File: src/rtl/svfloat_pkg.sv
`default_nettype none
// ============================================================================
// Module : svfloat (package)
// Float typedefs, divider state encoding and shared sizing helpers.
// Rev    : 1.0
// ============================================================================
package svfloat;

    typedef struct packed {
        logic        s;
        logic [7:0]  e;
        logic [22:0] m;
    } float32;

    typedef enum logic [1:0] {
        IDLE = 2'd0,
        DIV  = 2'd1,
        DONE = 2'd2
    } div_state_t;

    // Quotient width shared by the divider and the downstream packer.
    function automatic int div_qw(input int man_width);
        return man_width + 3;
    endfunction

endpackage
`default_nettype wire

File: src/rtl/svfloat_msb.sv
`default_nettype none
// ============================================================================
// Module : svfloat_msb
// Index of the most significant set bit (0 when the input is zero).
// Rev    : 1.0
// ============================================================================
module svfloat_msb #(
    parameter  int W  = 23,
    localparam int IW = (W > 1) ? $clog2(W) : 1
) (
    input  logic [W-1:0]  i_v,
    output logic [IW-1:0] o_idx
);

    always_comb begin
        o_idx = '0;
        for (int i = 0; i < W; i++) begin
            if (i_v[i]) o_idx = IW'(i);
        end
    end

endmodule
`default_nettype wire

File: src/rtl/svfloat_unpacker.sv
`default_nettype none
// ============================================================================
// Module : svfloat_unpacker
// Classifies one operand and returns its true exponent and normalised mantissa.
// Rev    : 1.0
// ============================================================================
module svfloat_unpacker #(
    parameter int EXP_W = 8,
    parameter int MAN_W = 23
) (
    input  logic [EXP_W-1:0]        i_e,
    input  logic [MAN_W-1:0]        i_m,
    output logic                    o_zero,
    output logic                    o_inf,
    output logic                    o_nan,
    output logic signed [EXP_W+1:0] o_texp,
    output logic [MAN_W:0]          o_man
);

    localparam int BIAS = 2 ** (EXP_W - 1) - 1;
    localparam int EW   = EXP_W + 2;
    localparam int IW   = (MAN_W > 1) ? $clog2(MAN_W) : 1;

    logic [IW-1:0] w_msb;
    logic          w_emax;
    logic          w_emin;
    logic          w_mzero;

    svfloat_msb #(.W(MAN_W)) u_msb (
        .i_v   (i_m),
        .o_idx (w_msb)
    );

    always_comb begin
        w_emax  = &i_e;
        w_emin  = ~|i_e;
        w_mzero = ~|i_m;
        o_zero  = w_emin & w_mzero;
        o_inf   = w_emax & w_mzero;
        o_nan   = w_emax & ~w_mzero;
        if (w_emin) begin
            // Denormal: shift the leading one into the hidden-bit position.
            o_texp = EW'(1 - BIAS - MAN_W + int'(w_msb));
            o_man  = (MAN_W + 1)'({1'b0, i_m} << (MAN_W - int'(w_msb)));
        end else begin
            o_texp = EW'(int'(i_e) - BIAS);
            o_man  = {1'b1, i_m};
        end
    end

endmodule
`default_nettype wire

File: src/rtl/svfloat_div_iter.sv
`default_nettype none
// ============================================================================
// Module : svfloat_div_iter
// Iterative restoring FP divider, one quotient bit per clock, unrounded output.
// Rev    : 1.0
// ============================================================================
module svfloat_div_iter
    import svfloat::*;
#(
    parameter type float = svfloat::float32
) (
    input  logic                             clk,
    input  logic                             rst,
    input  logic                             in_valid,
    output logic                             in_ready,
    input  float                             in_a,
    input  float                             in_b,
    output logic                             out_valid,
    input  logic                             out_ready,
    output logic                             out_is_inf,
    output logic                             out_is_nan,
    output logic                             out_is_zero,
    output logic                             out_sign,
    output logic signed [$bits(in_a.e)+1:0]  out_exp,
    output logic [div_qw($bits(in_a.m))-1:0] out_man
);

    localparam int EXP_W = $bits(in_a.e);
    localparam int MAN_W = $bits(in_a.m);
    localparam int EW    = EXP_W + 2;
    localparam int QW    = div_qw(MAN_W);
    localparam int OFRAC = MAN_W + 2;
    localparam int RW    = OFRAC;  // partial remainder width equals the fraction width
    localparam int CW    = $clog2(QW + 1);

    div_state_t           r_state;
    logic [CW-1:0]        r_cnt;
    logic [RW-1:0]        r_rem;
    logic [MAN_W:0]       r_mb;
    logic [QW-2:0]        r_q;

    logic                 w_a_zero, w_a_inf, w_a_nan;
    logic                 w_b_zero, w_b_inf, w_b_nan;
    logic signed [EW-1:0] w_ea, w_eb;
    logic [MAN_W:0]       w_ma, w_mb;
    logic                 w_nan, w_inf, w_zero;
    logic [RW:0]          w_diff;
    logic                 w_ge;
    logic [RW-1:0]        w_rem_next;
    logic                 w_sticky;

    svfloat_unpacker #(.EXP_W(EXP_W), .MAN_W(MAN_W)) u_unpack_a (
        .i_e    (in_a.e),
        .i_m    (in_a.m),
        .o_zero (w_a_zero),
        .o_inf  (w_a_inf),
        .o_nan  (w_a_nan),
        .o_texp (w_ea),
        .o_man  (w_ma)
    );

    svfloat_unpacker #(.EXP_W(EXP_W), .MAN_W(MAN_W)) u_unpack_b (
        .i_e    (in_b.e),
        .i_m    (in_b.m),
        .o_zero (w_b_zero),
        .o_inf  (w_b_inf),
        .o_nan  (w_b_nan),
        .o_texp (w_eb),
        .o_man  (w_mb)
    );

    always_comb begin
        w_nan      = w_a_nan | w_b_nan | (w_a_zero & w_b_zero) | (w_a_inf & w_b_inf);
        w_inf      = ~w_nan & (w_a_inf | w_b_zero);
        w_zero     = ~w_nan & ~w_inf & (w_a_zero | w_b_inf);
        w_diff     = {1'b0, r_rem} - {2'b00, r_mb};
        w_ge       = ~w_diff[RW];
        w_rem_next = w_ge ? w_diff[RW-1:0] : r_rem;
        w_sticky   = |w_rem_next;
    end

    always_ff @(posedge clk) begin
        if (rst) begin
            r_state     <= IDLE;
            r_cnt       <= '0;
            r_rem       <= '0;
            r_mb        <= '0;
            r_q         <= '0;
            in_ready    <= 1'b1;
            out_valid   <= 1'b0;
            out_is_inf  <= 1'b0;
            out_is_nan  <= 1'b0;
            out_is_zero <= 1'b0;
            out_sign    <= 1'b0;
            out_exp     <= '0;
            out_man     <= '0;
        end else begin
            case (r_state)
                IDLE: begin
                    if (in_valid) begin
                        r_state     <= DIV;
                        in_ready    <= 1'b0;
                        r_cnt       <= '0;
                        r_rem       <= {1'b0, w_ma};
                        r_mb        <= w_mb;
                        r_q         <= '0;
                        out_is_nan  <= w_nan;
                        out_is_inf  <= w_inf;
                        out_is_zero <= w_zero;
                        out_sign    <= w_nan ? 1'b0 : (in_a.s ^ in_b.s);
                        out_exp     <= (w_nan | w_inf | w_zero) ? '0 : (w_ea - w_eb);
                        out_man     <= '0;
                    end
                end
                DIV: begin
                    if (out_is_nan | out_is_inf | out_is_zero) begin
                        // Special result already latched; just publish it.
                        r_state   <= DONE;
                        out_valid <= 1'b1;
                    end else begin
                        r_rem <= {w_rem_next[RW-2:0], 1'b0};
                        r_q   <= {r_q[QW-3:0], w_ge};
                        r_cnt <= r_cnt + 1'b1;
                        if (r_cnt == CW'(QW - 1)) begin
                            r_state   <= DONE;
                            out_valid <= 1'b1;
                            out_man   <= {r_q, w_ge | w_sticky};
                        end
                    end
                end
                DONE: begin
                    if (out_ready) begin
                        r_state   <= IDLE;
                        out_valid <= 1'b0;
                        in_ready  <= 1'b1;
                    end
                end
                default: begin
                    r_state   <= IDLE;
                    out_valid <= 1'b0;
                    in_ready  <= 1'b1;
                end
            endcase
        end
    end

endmodule
`default_nettype wire

File: config.mk
export PLATFORM = sky130hd
export DESIGN_NAME = svfloat_div_iter
export DESIGN_NICKNAME = d
export VERILOG_FILES = /design/src/rtl/svfloat_pkg.sv /design/src/rtl/svfloat_msb.sv /design/src/rtl/svfloat_unpacker.sv /design/src/rtl/svfloat_div_iter.sv
export SDC_FILE = /design/constraint.sdc
export NUM_CORES = 1
export LEC_CHECK = 0
export BUFFER_PORTS_ARGS = -buffer_cell sky130_fd_sc_hd__buf_2
export CAP_MARGIN = 40
export CORE_MARGIN = 3
export CORE_UTILIZATION = 60
export DETAILED_ROUTE_END_ITERATION = 10
export PLACE_DENSITY = 0.79
export SETUP_SLACK_MARGIN = 0.05
export SLEW_MARGIN = 30
export SYNTH_ARGS = -nofsm -noshare
export SYNTH_HDL_FRONTEND = slang
export SYNTH_SLANG_ARGS = --single-unit
File: constraint.sdc
create_clock -name clk -period 4.81 [get_ports clk]
set_clock_uncertainty 0.05 [all_clocks]
set_input_delay 0.481 -clock clk [delete_from_list [all_inputs] [get_ports clk]]
set_output_delay 0.481 -clock clk [all_outputs]
set_load 0.02 [all_outputs]
==> summary.md <==
| Metric | Value |
|---|---|
| Psw | 0.00163 W |
| First-pass GRT wire length | 57100 um |
| Rel. slew slack | between 40 and 50% |
| Fin crit period | 3970 ps |
| Initial Util | about 62% |
| Die height | around 140 um |
| TritonCTS clock tree | yes |
| Setup crit end kind | flip-flop |
| Sequential share of power | 28.9% |
| Post-synth top cells | 170 x nand2_1, 144 x a21oi_1, 125 x nor2_1 |
| Synthesis-stage register bit count | 123 |
| Cell Chain, Critical Path | buf_2 > or3_1 > a221o_1 > a21oi_1 > o21a_2 > inv_2 > buf_4 > o21ai_0 > ha_1 > fa_1 > nor2b_1 > o21ai_0 > a21boi_0 > o21ai_0 > nand2b_1 > a21o_1 > a21oi_1 > xor2_1 > o21ai_0 |
| Clock Tree Root | clkbuf_16 |
| H-tree Lvls | 4 |
| Remaining antenna violation count | 0 |
| Reg2reg path depth | 12 |
| 1st-iter DRT viols | 1422 |
| Max-cap violations | 0 |
| CP max stage cell | or3_1 |
| CP required | roughly 5100 ps |
| Post-synthesis instance total | 1447 |
| Internal power | ~0.0024 W |
| Main flop type after synthesis | dfxtp_1 |
| Placed inst area | 0.0112 sq mm |
| Post-DR vias/cell | 6.77 |
| Initial antenna violation count | 0 |
| Clock Latency Late Sink | 430 ps |
| Final setup viols | 0 |
| DR vias | 11841 |
| Core box area | about 0.017 sq mm |
| Area Growth Syn to Fin | 12.3% |
| CTS hold repair buffers | 0 |
| Most used cell, CP | o21ai_0 |
| Routed WL per cell | just over 20 um |
| Pleak | 4.75 nW |
| Clock power frac | a little under a third |
| Unrepaired setup endpoints after global routing | no |
| Least-Margin Pin Slew | 796 ps |
| Register area share after synthesis | 23.4% |
| Outcome | finished clean |
| Hpwl dp | approximately 26000 um |
| I/O pins | 110 |
| Wirelength, routed | between 30000 and 40000 um |
| Fmax | 0.252 GHz |
| WP data arrival | 4230 ps |
| Total CTS buffers | 17 |
| Port Buffers | 109 |
| VDD IR-drop max | 0.000373 V |
| Clock sink total | 123 |
| Final Cycle Share | between 80% and 90% |
| Grt total ovfl | 0 |
| Post-synth EDFFs | 0 |
| Die Width | 138 um |
| Avg Cell Area, Syn | 7.27 sq um |
| Area leader, netlist | dfxtp_1 |
| Design Area, Final | 0.0118 sq mm |
| Fin nets | ~1600 |
| Asr flop ratio synth | 0% |
| First-pass detailed-route iteration total | 9 |
| Most frequent cell after synthesis | nand2_1 |
| Max-slew violation count | 0 |
| Startpoint types | input pin |
| Hold Crit Class | in2reg |
| Yosys warns | 0 |
| Post-CTS setup buffers | 0 |
| Mapped cell area | around 0.011 sq mm |
| Share of the synthesized area in the top cell type | 23.4% |
| # fillers | 1463 |
| Critical path depth in cells | 19 |
| TNS Setup | 0 ps |
| WS Path Type | in2reg |
| Syn Nets | 1562 |
| Largest net degree at the start of global routing | 71 |
| Critical path's top delay family | compound AO/OA/AOI/OAI gates |
| Hold path cells | 3 |
| PD cells | 339 mW/mm^2 |
| Fin util | between 60 and 70% |
| Buffer levels on the longest clock path | 2 |
| Final hold violation count | 0 |
| # DRC | 0 |
| Post-CTS Resized | 0 |
| Crit-path max cell delay | roughly 370 ps |
| Area of the multi-input gates | 0.00743 sq mm |
| Buffers plus inverters on the worst setup path | 3 |
| Max FO, Critical Path | 25 |
| Switch share | around 41% |
| Row count | 47 |
| Largest cells by area after synthesis | dfxtp_1 23%, a21oi_1 6.9%, mux2i_1 6.6% |
| Gr usage total | between 30% and 40% |
| Number of unique standard cell types used by synthesis | 81 |
| Comb pwr share | 39.2% |
| Die area | between 0.015 and 0.02 sq mm |
| Vias in the first global route | 10692 |
| Register area | roughly 0.0025 sq mm |
| # diodes | 0 |
| Clk slew on worst S/H paths | 60 ps |
| Final GP Congestion | 1.01 |
| Layout cells sized above 1 | 14.7% |
==> logic make-up after synthesis <==
logic type | Yosys count | synth area share (%)
AO/OA/AOI/OAI | 455 | 28.6
flip-flops | 123 | 23.4
XOR/XNOR | 36 | 3.00
AND/OR/NAND/NOR | 533 | 23.9
buffers and inverters | 162 | 6.34
multiplexers | 91 | 9.03
adder cells (fa/ha/maj) | 47 | 5.73
==> power groups by stage <==
stage	Sequential (W)	Combinational [W]	Clock, W
2_1_floorplan	0.00117	0.00109	0
3_3_place_gp	0.00117	0.00147	0
3_5_place_dp	0.00117	0.00150	0
4_1_cts	0.00115	0.00152	0.00128
5_1_grt	0.00116	0.00170	0.00132
6_report	0.00116	0.00157	0.00128
==> sequential cells by signal, indices dropped and copies added (netlist names) <==
register     flops
out_exp         10
r_q             25
r_cnt            5
out_is_zero      1
in_ready         1
r_state          2
out_sign         1
out_valid        1
out_is_nan       1
out_is_inf       1
out_man         26
r_mb            24
r_rem           25
==> routing by layer <==
metal | vias to the layer above | part of all wire [%] | GRT usage, %
met1 | 5448 | 40 | 47.4
met4 | 0 | 4.9 | 16.1
li1 | 5519 | - | -
met3 | 149 | 10 | 7.25
met5 | - | 0 | 0
met2 | 725 | 45 | 56.9
==> metrics by stage <==
stage	total power, W	worst slack [ps]	hold slack [ps]	std cells
2_1_floorplan	0.00226	514	382	1447
4_1_cts	0.00396	935	298	1746
6_report	0.00401	835	299	1748
3_3_place_gp	0.00264	674	381	1712
5_1_grt	0.00418	546	315	1748
3_5_place_dp	0.00268	514	393	1714
==> worst paths after layout <==
check / start / slack (ps) / to
max: in_a[16] / 840 / out_exp[8]
min: in_a[31] / 300 / out_sign
max reg2reg: r_rem[0] / 1270 / r_rem[21]
min reg2reg: out_man[25] / 400 / out_man[25]
==> tightest hold or removal path: cells and delay by family <==
kind	cells	cell delay, ps
AOI/OAI and AO/OA	1	120
xor gates and xnor gates	1	50
buffers and inverters	1	80
==> layout by cell type, fill, tap and decap left out, types with 35 or more instances in the layout <==
master | synthesis | layout
nand2_1 | 170 | 170
a21oi_1 | 144 | 143
nor2_1 | 125 | 123
dfxtp_1 | 123 | 123
buf_2 | 8 | 108
nand3_1 | 73 | 73
o21ai_0 | 72 | 71
mux2i_1 | 69 | 69
inv_1 | 61 | 61
ha_1 | 45 | 45
nor3_1 | 36 | 36
buf_4 | 3 | 35
==> cell type report <==
type | count | share of cell area [%]
multi-input cells | 1162 | 62.9
flip-flops and latches | 123 | 20.8
repair buffers | 146 | 7.02
clock buffers | 17 | 3.60
well taps | 220 | 2.33
inverters | 65 | 2.07
clock inverters | 15 | 1.26
(Power assumes the default switching activity.)
